===== config.mk =====
export PLATFORM = sky130hd
export DESIGN_NAME = geri_yaz
export DESIGN_NICKNAME = d
export VERILOG_FILES = /design/src/rtl/geri_yaz_pkg.sv /design/src/rtl/geri_yaz_yukleme_hizalayici.sv /design/src/rtl/geri_yaz.sv
export SDC_FILE = /design/constraint.sdc
export NUM_CORES = 1
export LEC_CHECK = 0
export CAP_MARGIN = 20
export CORE_UTILIZATION = 51
export DETAILED_ROUTE_END_ITERATION = 8
export PLACE_DENSITY = 0.93
export SLEW_MARGIN = 10
export SYNTH_ARGS = -nofsm -noshare
export SYNTH_HDL_FRONTEND = slang
export SYNTH_SLANG_ARGS = --single-unit

===== constraint.sdc =====
create_clock -name clk_i -period 6.2 [get_ports clk_i]
set_clock_uncertainty 0.2 [all_clocks]
set_input_delay 0.93 -clock clk_i [delete_from_list [all_inputs] [get_ports clk_i]]
set_output_delay 0.93 -clock clk_i [all_outputs]
set_load 0.03 [all_outputs]

===== src/rtl/geri_yaz_pkg.sv =====
// rtl/geri_yaz_pkg.sv - shared constants, uop field layout and FSM encoding for the writeback stage
package geri_yaz_pkg;

  localparam logic HIGH = 1'b1;
  localparam logic LOW  = 1'b0;

  localparam int VERI_BIT = 32;

  // Load funct3 codes carried in UOP_BEL_TUR
  localparam logic [2:0] TUR_LB  = 3'b000;
  localparam logic [2:0] TUR_LH  = 3'b001;
  localparam logic [2:0] TUR_LW  = 3'b010;
  localparam logic [2:0] TUR_LBU = 3'b100;
  localparam logic [2:0] TUR_LHU = 3'b101;

  // Uop bus layout: {VALID, RD[4:0], RD_YAZ, BEL_OKU, BEL_TUR[2:0], BEL_LSB[1:0], DEGER[31:0]}
  localparam int UOP_DEGER_LSB = 0;
  localparam int UOP_DEGER_MSB = 31;
  localparam int UOP_LSB_LSB   = 32;
  localparam int UOP_LSB_MSB   = 33;
  localparam int UOP_TUR_LSB   = 34;
  localparam int UOP_TUR_MSB   = 36;
  localparam int UOP_BEL_OKU   = 37;
  localparam int UOP_RD_YAZ    = 38;
  localparam int UOP_RD_LSB    = 39;
  localparam int UOP_RD_MSB    = 43;
  localparam int UOP_VALID     = 44;
  localparam int UOP_BIT       = 45;

  typedef enum logic {
    BOSTA      = 1'b0,
    VERI_BEKLE = 1'b1
  } durum_e;

  // Fields of a load kept while its read data is outstanding
  typedef struct packed {
    logic [4:0] rd;
    logic       rd_yaz;
    logic [2:0] tur;
    logic [1:0] lsb;
  } yakalanan_t;

endpackage


===== src/rtl/geri_yaz_yukleme_hizalayici.sv =====
// rtl/geri_yaz_yukleme_hizalayici.sv - load data lane select, sign/zero extension and misalignment detect
module geri_yaz_yukleme_hizalayici
  import geri_yaz_pkg::*;
(
  input  logic [VERI_BIT-1:0] kelime_i,
  input  logic [2:0]          tur_i,
  input  logic [1:0]          lsb_i,
  output logic [VERI_BIT-1:0] sonuc_o,
  output logic                hizasiz_o
);

  logic [7:0]  bayt;
  logic [15:0] yarim;

  // Pick the addressed byte/half lane and extend it according to the load type
  always_comb begin
    case (lsb_i)
      2'd0:    bayt = kelime_i[7:0];
      2'd1:    bayt = kelime_i[15:8];
      2'd2:    bayt = kelime_i[23:16];
      default: bayt = kelime_i[31:24];
    endcase
    yarim     = lsb_i[1] ? kelime_i[31:16] : kelime_i[15:0];
    sonuc_o   = kelime_i;
    hizasiz_o = LOW;
    case (tur_i)
      TUR_LB:  sonuc_o = {{24{bayt[7]}}, bayt};
      TUR_LBU: sonuc_o = {24'h0, bayt};
      TUR_LH: begin
        sonuc_o   = {{16{yarim[15]}}, yarim};
        hizasiz_o = lsb_i[0];
      end
      TUR_LHU: begin
        sonuc_o   = {16'h0, yarim};
        hizasiz_o = lsb_i[0];
      end
      // LW and every unlisted code behave as a full-word load
      default: begin
        sonuc_o   = kelime_i;
        hizasiz_o = (lsb_i != 2'b00);
      end
    endcase
  end

endmodule


===== src/rtl/geri_yaz.sv =====
// rtl/geri_yaz.sv - writeback stage: load wait FSM, register-file write port, retire counter
module geri_yaz
  import geri_yaz_pkg::*;
#(
  parameter int SAYAC_BIT = 64
) (
  input  logic                 clk_i,
  input  logic                 rstn_i,
  input  logic [UOP_BIT-1:0]   bellek_uop_i,
  input  logic [VERI_BIT-1:0]  l1v_veri_i,
  input  logic                 l1v_veri_gecerli_i,
  output logic                 l1v_veri_hazir_o,
  output logic                 duraklat_o,
  output logic                 yaz_gecerli_o,
  output logic [4:0]           yaz_adres_o,
  output logic [VERI_BIT-1:0]  yaz_veri_o,
  output logic                 hata_o,
  output logic                 emekli_o,
  output logic [SAYAC_BIT-1:0] emekli_sayac_o
);

  logic                uop_valid, uop_rd_yaz, uop_oku;
  logic [4:0]          uop_rd;
  logic [2:0]          uop_tur;
  logic [1:0]          uop_lsb;
  logic [VERI_BIT-1:0] uop_deger;

  assign uop_valid  = bellek_uop_i[UOP_VALID];
  assign uop_rd     = bellek_uop_i[UOP_RD_MSB:UOP_RD_LSB];
  assign uop_rd_yaz = bellek_uop_i[UOP_RD_YAZ];
  assign uop_oku    = bellek_uop_i[UOP_BEL_OKU];
  assign uop_tur    = bellek_uop_i[UOP_TUR_MSB:UOP_TUR_LSB];
  assign uop_lsb    = bellek_uop_i[UOP_LSB_MSB:UOP_LSB_LSB];
  assign uop_deger  = bellek_uop_i[UOP_DEGER_MSB:UOP_DEGER_LSB];

  durum_e              durum_q, durum_d;
  yakalanan_t          yakala_q, yakala_d;
  logic                yaz_gecerli_q, yaz_gecerli_d;
  logic [4:0]          yaz_adres_q, yaz_adres_d;
  logic [VERI_BIT-1:0] yaz_veri_q, yaz_veri_d;
  logic                hata_q, hata_d;
  logic                emekli_q, emekli_d;
  logic [SAYAC_BIT-1:0] sayac_q, sayac_d;

  // While waiting, the aligner works on the captured load; otherwise on the live uop
  logic [2:0]          hiz_tur;
  logic [1:0]          hiz_lsb;
  logic [VERI_BIT-1:0] hiz_sonuc;
  logic                hiz_hizasiz;

  assign hiz_tur = (durum_q == VERI_BEKLE) ? yakala_q.tur : uop_tur;
  assign hiz_lsb = (durum_q == VERI_BEKLE) ? yakala_q.lsb : uop_lsb;

  geri_yaz_yukleme_hizalayici u_hizalayici (
    .kelime_i  (l1v_veri_i),
    .tur_i     (hiz_tur),
    .lsb_i     (hiz_lsb),
    .sonuc_o   (hiz_sonuc),
    .hizasiz_o (hiz_hizasiz)
  );

  assign l1v_veri_hazir_o = (durum_q == VERI_BEKLE) ||
                            ((durum_q == BOSTA) && uop_valid && uop_oku);
  assign duraklat_o       = (durum_q == VERI_BEKLE);

  logic                tamam;
  logic [4:0]          son_rd;
  logic                son_rd_yaz;
  logic [VERI_BIT-1:0] son_veri;
  logic                son_hizasiz;

  // Next-state, completion decode and output-register next values
  always_comb begin
    durum_d       = durum_q;
    yakala_d      = yakala_q;
    yaz_gecerli_d = LOW;
    hata_d        = LOW;
    emekli_d      = LOW;
    yaz_adres_d   = yaz_adres_q;
    yaz_veri_d    = yaz_veri_q;
    sayac_d       = sayac_q;
    tamam         = LOW;
    son_rd        = uop_rd;
    son_rd_yaz    = uop_rd_yaz;
    son_veri      = uop_deger;
    son_hizasiz   = LOW;

    case (durum_q)
      BOSTA: begin
        if (uop_valid) begin
          if (!uop_oku) begin
            tamam = HIGH;
          end else if (l1v_veri_gecerli_i) begin
            tamam       = HIGH;
            son_veri    = hiz_sonuc;
            son_hizasiz = hiz_hizasiz;
          end else begin
            yakala_d = '{rd: uop_rd, rd_yaz: uop_rd_yaz, tur: uop_tur, lsb: uop_lsb};
            durum_d  = VERI_BEKLE;
          end
        end
      end
      VERI_BEKLE: begin
        if (l1v_veri_gecerli_i) begin
          tamam       = HIGH;
          son_rd      = yakala_q.rd;
          son_rd_yaz  = yakala_q.rd_yaz;
          son_veri    = hiz_sonuc;
          son_hizasiz = hiz_hizasiz;
          durum_d     = BOSTA;
        end
      end
      default: durum_d = BOSTA;
    endcase

    // Address/data only move on a real register write so they keep the last written value
    if (tamam) begin
      yaz_gecerli_d = son_rd_yaz && (son_rd != 5'd0) && !son_hizasiz;
      hata_d        = son_hizasiz;
      emekli_d      = HIGH;
      sayac_d       = sayac_q + SAYAC_BIT'(1);
      if (yaz_gecerli_d) begin
        yaz_adres_d = son_rd;
        yaz_veri_d  = son_veri;
      end
    end
  end

  // State, captured load and output registers; reset drops any pending load
  always_ff @(posedge clk_i or negedge rstn_i) begin
    if (!rstn_i) begin
      durum_q       <= BOSTA;
      yakala_q      <= '0;
      yaz_gecerli_q <= LOW;
      yaz_adres_q   <= '0;
      yaz_veri_q    <= '0;
      hata_q        <= LOW;
      emekli_q      <= LOW;
      sayac_q       <= '0;
    end else begin
      durum_q       <= durum_d;
      yakala_q      <= yakala_d;
      yaz_gecerli_q <= yaz_gecerli_d;
      yaz_adres_q   <= yaz_adres_d;
      yaz_veri_q    <= yaz_veri_d;
      hata_q        <= hata_d;
      emekli_q      <= emekli_d;
      sayac_q       <= sayac_d;
    end
  end

  assign yaz_gecerli_o  = yaz_gecerli_q;
  assign yaz_adres_o    = yaz_adres_q;
  assign yaz_veri_o     = yaz_veri_q;
  assign hata_o         = hata_q;
  assign emekli_o       = emekli_q;
  assign emekli_sayac_o = sayac_q;

endmodule


==> impl_metrics.tcl, run 1 <==
set metrics [dict create \
    cts_tree "yes" \
    cts_root_buffer "clkbuf_16" \
    postCtsSetupRepairBufs 0 \
    io_buffers 185 \
    wirelength_um 17500 \
    grt_pass1_vias 5405 \
    p_per_area_nw_per_um2 329 \
    hold_viol_final 0 \
    avgRoutedWirePerCell_um 19.1 \
    drt-initial-drc-count 496 \
    cp.required_ns 5.07 \
    drc 0 \
    synth_area_leaders "dfrtp_1, xor2_1, nor2_1, xnor2_1, mux2_2" \
    clock_latency_ns 0.42 \
    power.leakage_nw 3.62 \
    critPathMaxFanout 5 \
    rsz0062_at_grt "false" \
    fp.dieH_um 110 \
    syn-num-nets 661 \
    fin_crit_ns 3.48 \
    synth_top_area_share_pct 48.6 \
    grt_pass1_wl_um 26800 \
    finalPower_mw 2.81 \
    start_util_pct 52.3 \
    timing.final.crit_share_pct 56.1 \
    htree_levels 4 \
    clk_pin_slew_ns 0.05 \
    fmax_mhz 287 \
    syn_area_um2 5980 \
    end_kind "output pin" \
    syn_avg_cell_area_um2 10.3 \
    dp_hpwl_um 12400 \
    cp_slowest_cell "clkdlybuf4s50_1" \
    drv_slew 0 \
    clock_sinks 116 \
    synth_flop_cell "dfrtp_1" \
    yosys_warnings 0 \
    synth_edf_count 0 \
    crit_top_cell "clkdlybuf4s50_1" \
    cp_data_arrival_time_ns 2.35 \
    grtUsageTotal_pct 29.5 \
    synth.distinct_cells 61 \
    critPathMaxStageDelay_ns 0.69 \
    nFillCells 747 \
    ioPinCount 186 \
    hold_class "reg2reg" \
    fin_tns_setup_ns 0 \
    finalSetupViolCount 0 \
    num_vias 5467 \
    diodes 0 \
    crit_type "in2out" \
    tightest_slew_ns 1.02 \
    firstDrtPassIters 5 \
    startpoint_type "input port" \
    cts_buffers 17 \
    peakVddDrop_mv 0.236 \
    ys_seq_area_share_pct 48.6 \
    gr-total-overflow 0 \
    final_cells 918 \
    core_um2 11400 \
    worst_hold_slack_ns 0.296 \
    post_cts_resized 0 \
    antenna_found_initial 0 \
    placed_cells 887 \
    area_growth_pct 42.9 \
    finalNetCount 844 \
    slew_headroom_pct 32.0 \
    cts-hold-fix-buffers 0 \
    drive_gt1_share_pct 8.26 \
    multi_input_area_um2 2880 \
    crit_chain "clkdlybuf4s50_1 > a21o_1 > clkdlybuf4s50_1" \
    synth-seq-cells 116 \
    ant_nets 0 \
    yosysMostFrequentCell "dfrtp_1" \
    synth_top_area_cell "dfrtp_1" \
    place_congestion 0.917 \
    dieArea_um2 12200 \
    syn_inst 580 \
    outcome "finished clean" \
    viasPerCell 5.96 \
    async_flop_share_pct 100 \
    netlist_top_cells_count "dfrtp_1, nor2_1, nand2_1" \
    final_core_util_pct 74.8 \
    die_width_um 110 \
    clk_path_buf_depth 2 \
    grt_max_degree 67 \
    seqCellArea_um2 2900 \
    rows 39 \
    drv_cap 0 \
]
[logic make-up after synthesis]
family | after synthesis | share of synthesized area (%)
AO/OA/AOI/OAI | 86 | 11.3
multiplexers | 32 | 6.26
AND/OR/NAND/NOR | 244 | 21.2
XOR/XNOR | 63 | 9.23
flip-flops | 116 | 48.6
adder cells (fa/ha/maj) | 1 | 0.209
buffers and inverters | 38 | 3.25
[final timing paths]
kind / startpoint / end / slack [ns] / cells after the start
setup reg to reg: duraklat_o / yaz_veri_o[30] / 2.83 / 5
setup / recovery: bellek_uop_i[44] / l1v_veri_hazir_o / 2.72 / 3
hold / removal: emekli_sayac_o[38] / emekli_sayac_o[38] / 0.30 / 1
min in group asynchronous: rstn_i / emekli_sayac_o[35] / 0.34 / 1
hold reg to reg: emekli_sayac_o[38] / emekli_sayac_o[38] / 0.30 / 1
max in group asynchronous: rstn_i / yaz_veri_o[9] / 4.16 / 2
[metal layers]
metal	global-route usage [%]	wire, µm	up-vias
met5	0	0	-
met4	14.6	620	0
met3	9.29	1410	59
met2	49.2	8630	277
met1	34.4	6850	2674
li1	-	-	2457
[where the power goes]
part | total, mW | internal [mW] | switching (mW)
clock network | 1.09 | 0.749 | 0.343
registers | 0.978 | 0.870 | 0.108
logic | 0.740 | 0.335 | 0.405
total | 2.81 | 1.95 | 0.856
[per-stage QoR]
step / setup WS [ns] / area (µm²)
final: 2.72 / 8540
after global routing: 2.59 / 8540
after detailed placement: 2.34 / 7890
after floorplan: 3.38 / 5980
after global placement: 2.47 / 7890
after CTS: 2.73 / 8540
[critical path: cells and delay by family]
| family | cells | cell delay [ns] |
|---|---|---|
| buf+inv | 2 | 1.23 |
| compound gates | 1 | 0.19 |
[state kept, by name, summed over array words and instances (netlist names)]
signal          flops
emekli_sayac_o     64
yaz_adres_o         5
yakala_q           11
emekli_o            1
yaz_veri_o         32
hata_o              1
yaz_gecerli_o       1
duraklat_o          1
[area by class of cell]
class                      count  share of cell area [%]
tap                          143                    2.10
clock inverter                10                    2.40
clock buffer                  21                    5.16
inverter                      12                   0.528
timing repair buffer         190                    22.1
multi-input combinational    426                    33.7
sequential                   116                    34.0
[cell usage in the layout, fill, tap and decap left out, types with 3 or more instances in the layout]
cell type          n
a21oi_1           13
a221oi_1          17
a22o_1             8
a2bb2oi_1          6
and2_1             6
and3_1             9
and4_1             6
buf_4              6
bufinv_16          6
clkbuf_1           4
clkbuf_16         17
clkdlybuf4s50_1  184
dfrtp_1          116
inv_1             12
mux2_2            19
mux2i_1           10
nand2_1           45
nand2b_1           5
nand3_1           20
nand4_1           14
nor2_1            73
nor2b_1            4
nor3_1            24
nor4_1             7
o211ai_1           3
o21ai_0           12
o221a_1            8
o22ai_1            8
or3_1             11
xnor2_1           28
xor2_1            35
Note: power is estimated with default switching activity, not from simulation.
==> run 2: changes to the inputs <==
- CORE_UTILIZATION: 51 -> 47
- PLACE_DENSITY: 0.93 -> 0.88
- clock period: 6.2 -> 3.35 ns (I/O delays scaled with it)
==> run 2 against run 1 <==
Effect of this change: the flow now finishes with violations (negative hold slack); wire length shrank 1.6%; clock power grew 55%; hold slack lost 0.34 ns; largest cell class unchanged; largest power group is now sequential cells.
==> impl_metrics.tcl, run 2 (same netlist as run 1, synthesis figures left out) <==
set metrics [dict create \
    cts_tree "yes" \
    start_util_pct 48.9 \
    peakVddDrop_mv 0.453 \
    viasPerCell 5.71 \
    post_cts_resized 0 \
    place_congestion 0.905 \
    ioPinCount 186 \
    fmax_mhz 353 \
    grt_pass1_vias 5477 \
    io_buffers 185 \
    tightest_slew_ns 0.828 \
    cts-hold-fix-buffers 0 \
    clock_sinks 116 \
    die_width_um 115 \
    final_core_util_pct 70.0 \
    finalNetCount 853 \
    core_um2 12200 \
    avgRoutedWirePerCell_um 18.1 \
    dieArea_um2 13200 \
    worst_hold_slack_ns -0.0448 \
    slew_headroom_pct 44.4 \
    critPathMaxFanout 18 \
    wirelength_um 17200 \
    drv_slew 0 \
    outcome "complete, but fails checks" \
    rrSetupSlack_ns 0.52 \
    antenna_found_initial 0 \
    grtUsageTotal_pct 27.2 \
    r2r-start "duraklat_o" \
    placed_cells 921 \
    hold_class "in2async" \
    rows 40 \
    firstDrtPassIters 5 \
    diodes 0 \
    num_vias 5445 \
    nFillCells 884 \
    seqCellArea_um2 2900 \
    startpoint_type "register" \
    fin_tns_setup_ns 0 \
    drv_cap 0 \
    clock_latency_ns 0.42 \
    p_per_area_nw_per_um2 570 \
    ant_nets 0 \
    grt_max_degree 117 \
    worst_r2r_path_depth 5 \
    end_kind "register" \
    area_growth_pct 43.1 \
    gr-total-overflow 0 \
    final_common_cell "clkdlybuf4s50_1" \
    cts_buffers 17 \
    final_cell_mix "clkdlybuf4s50_1, dfrtp_1, nor2_1" \
    cts_root_buffer "clkbuf_16" \
    fp.dieH_um 115 \
    finalPower_mw 4.88 \
    hold_viol_final 30 \
    drt-initial-drc-count 395 \
    htree_levels 4 \
    r2r-end "yaz_veri_o[8]" \
    violations "negative hold slack" \
    cp_data_arrival_time_ns 2.94 \
    multi_input_area_um2 2880 \
    clk_pin_slew_ns 0.05 \
    drive_gt1_share_pct 9.55 \
    final_cells 953 \
    postCtsSetupRepairBufs 0 \
    dp_hpwl_um 12400 \
    grt_pass1_wl_um 27500 \
    cp.required_ns 3.45 \
    drc 0 \
    power.leakage_nw 3.64 \
    finalSetupViolCount 0 \
    fin_crit_ns 2.83 \
    largest_reg_flops 64 \
    timing.final.crit_share_pct 84.6 \
    rsz0062_at_grt "false" \
    crit_type "reg2reg" \
    clk_path_buf_depth 2 \
]
[run 2: cell types whose count changed in the layout (fill, tap and decap cells not counted), sizes merged]
| cell | before | now |
|---|---|---|
| buf | 6 | 15 |
| clkinv | 2 | 9 |
| bufinv | 6 | 1 |
| clkinvlp | 2 | 0 |
| clkbuf | 21 | 22 |
[run 2: per-layer routing]
metal	routed length, µm	track usage (%)	vias to the layer above
met5	0	0	-
met4	524	13.1	0
met3	1260	7.75	53
met2	8580	46.5	248
met1	6880	31.7	2665
li1	-	-	2479
[run 2: worst max path at each step]
stage	slack, ns	from	to
2_1_floorplan	0.78	duraklat_o	yaz_veri_o[10]
3_3_place_gp	0.36	l1v_veri_gecerli_i	yaz_veri_o[21]
3_5_place_dp	0.20	l1v_veri_gecerli_i	yaz_veri_o[17]
4_1_cts	0.51	duraklat_o	yaz_veri_o[8]
5_1_grt	0.33	duraklat_o	yaz_veri_o[25]
6_report	0.52	duraklat_o	yaz_veri_o[8]
[run 2: worst max-delay path: stages (launching register included)]
cell     delay, ns
dfrtp_1       0.76
mux2_2        0.47
mux4_2        0.42
o21ai_0       0.08
or3b_1        0.50
o221a_1       0.28
[run 2: report_power, final]
| part | total, mW | internal, mW | leakage (nW) | switching, mW |
|---|---|---|---|---|
| clock network | 1.69 | 1.05 | 0.277 | 0.640 |
| logic | 1.38 | 0.628 | 1.92 | 0.753 |
| registers | 1.81 | 1.61 | 1.44 | 0.195 |
| total | 4.88 | 3.29 | 3.64 | 1.59 |
[run 2: area by class of cell]
| type | instances | share of cell area, % |
|---|---|---|
| flip-flops and latches | 116 | 33.9 |
| multi-input cells | 426 | 33.7 |
| repair buffers | 199 | 23.0 |
| clock buffers | 22 | 5.43 |
| well taps | 168 | 2.46 |
| clock inverters | 10 | 0.966 |
| inverters | 12 | 0.527 |
[run 2: metrics by stage]
stage                     setup slack [ns]  cell area [µm²]
after floorplan                      0.781             5980
after global placement               0.359             8000
after detailed placement             0.196             8000
after CTS                            0.507             8550
after global routing                 0.331             8550
final                                0.515             8550
==> run 3: changes to the inputs <==
- CORE_UTILIZATION: 47 -> 43
- PLACE_DENSITY: 0.88 -> 0.85
- clock period: 3.35 -> 2.52 ns (I/O delays scaled with it)
==> run 3 against run 2 <==
Effect of this change: the flow now finishes without violations; hold slack better by 0.33 ns; via count up 6.1%; sequential share of layout area down 2.5 points; first-iteration DRC count up 37%; sequential power up 32%; core utilization down 1.1 points; clock power up 49%; register-to-register slack worse by 0.50 ns; non-clock buffer count up 58; clock-buffer cell count unchanged; largest cell class is now multi-input combinational cells; highest routed layer unchanged.
==> impl_metrics.tcl, run 3 (same netlist as run 1, synthesis figures left out) <==
set metrics [dict create \
    p_per_area_nw_per_um2 752 \
    critPathMaxFanout 20 \
    avgRoutedWirePerCell_um 18.5 \
    combPwrFrac_pct 29.3 \
    io_buffers 185 \
    fp.dieH_um 120 \
    grt_pass1_vias 5940 \
    switchingPower_mw 2.18 \
    viasPerCell 5.67 \
    hold_class "reg2reg" \
    fin_crit_ns 2.51 \
    place_congestion 0.934 \
    ant_nets 0 \
    final_common_cell "clkdlybuf4s50_1" \
    cts_buffers 17 \
    cp.required_ns 2.62 \
    end_kind "register" \
    drive_gt1_share_pct 16.7 \
    htree_levels 4 \
    placed_cells 979 \
    clock_latency_ns 0.42 \
    final_cells 1019 \
    p_clk_share_pct 36.3 \
    grtUsageTotal_pct 26.4 \
    seqPwrFrac_pct 34.4 \
    swShare_pct 31.4 \
    drt-initial-drc-count 540 \
    dieArea_um2 14400 \
    cp_data_arrival_time_ns 2.61 \
    crit_family "simple AND/OR/NAND/NOR gates" \
    post-place-ws_ns -0.245 \
    internal_power_mw 4.77 \
    drc 0 \
    finalSetupViolCount 0 \
    drv_cap 0 \
    clk_path_buf_depth 2 \
    cp_slowest_cell "or4_1" \
    die_width_um 120 \
    gr-total-overflow 0 \
    grt_pass1_wl_um 29600 \
    nFillCells 945 \
    cts_tree "yes" \
    ioPinCount 186 \
    worst_hold_slack_ns 0.287 \
    timing.final.crit_share_pct 99.6 \
    largest_reg_flops 64 \
    final_cell_mix "clkdlybuf4s50_1, dfrtp_1, nor2_1" \
    diodes 0 \
    grt_max_degree 117 \
    drv_slew 0 \
    core_um2 13400 \
    firstDrtPassIters 5 \
    fmax_mhz 398 \
    seqCellArea_um2 2900 \
    critPathMaxStageDelay_ns 0.57 \
    multi_input_area_um2 2940 \
    finalPower_mw 6.95 \
    rrSetupSlack_ns 0.01 \
    power.leakage_nw 4.00 \
    start_util_pct 44.6 \
    rows 42 \
    rsz0062_at_grt "true" \
    startpoint_type "register" \
    peakVddDrop_mv 0.428 \
    setup_ws_ns 0.0102 \
    crit_chain "buf_12 > or4_1 > a21oi_2 > nor4_4 > buf_4 > clkbuf_16 > a221oi_1" \
    finalNetCount 911 \
    path_buf_inv 3 \
    final_core_util_pct 68.9 \
    clock_sinks 116 \
    antenna_found_initial 0 \
    outcome "finished clean" \
    wirelength_um 18800 \
    clk_pin_slew_ns 0.06 \
    dp_hpwl_um 12900 \
    crit_type "reg2reg" \
    tightest_slew_ns 0.611 \
    area_growth_pct 54.6 \
    slew_headroom_pct 59.2 \
    num_vias 5776 \
    hold_viol_final 0 \
    cts_root_buffer "clkbuf_16" \
]
## run 3: power groups by stage
stage	clock, mW	sequential (mW)	combinational, mW
2_1_floorplan	0	2.82	0.573
3_3_place_gp	0	2.39	1.90
3_5_place_dp	0	2.40	1.96
4_1_cts	2.54	2.38	1.99
5_1_grt	2.64	2.42	2.14
6_report	2.52	2.39	2.04
## run 3: repair_timing
| action | CTS | global route |
|---|---|---|
| gates resized for setup | 0 | 13 |
| pin swaps | 1 | 2 |
| hold buffers | 1 | 0 |
| cloned | 1 | 1 |
| setup buffers | 1 | 4 |
| endpoints found under the setup margin | 1 | 38 |
| endpoints found under the hold margin | 116 | 0 |
## run 3: path summary, 6_finish.rpt
path	startpoint	endpoint	depth (start not counted)
setup reg to reg	duraklat_o	yaz_veri_o[21]	7
setup / recovery	duraklat_o	yaz_veri_o[21]	7
hold reg to reg	emekli_sayac_o[35]	emekli_sayac_o[35]	1
max in group asynchronous	rstn_i	duraklat_o	3
hold / removal	emekli_sayac_o[35]	emekli_sayac_o[35]	1
min in group asynchronous	rstn_i	emekli_sayac_o[16]	3
## run 3: per-layer routing
metal  track usage (%)  up-vias  wire length, µm
li1                  -     2599                -
met5                 0        -                0
met3              6.94       71             1360
met2              44.9      297             9490
met4              13.2        0              797
met1              30.8     2809             7200
## run 3: area by class of cell
cell class              count  area share (%)
inverters                  12           0.488
well taps                 176            2.38
flip-flops and latches    116            31.4
repair buffers            257            27.2
clock buffers              22            4.92
multi-input cells         426            31.9
clock inverters            10            1.68
## run 3: metrics by stage
| stage | setup TNS, ns | cell area [µm²] |
|---|---|---|
| after global placement | -4.80 | 8440 |
| after floorplan | 0 | 5980 |
| after CTS | 0 | 9100 |
| after detailed placement | -6.59 | 8440 |
| after global routing | -0.165 | 9240 |
| final | 0 | 9240 |
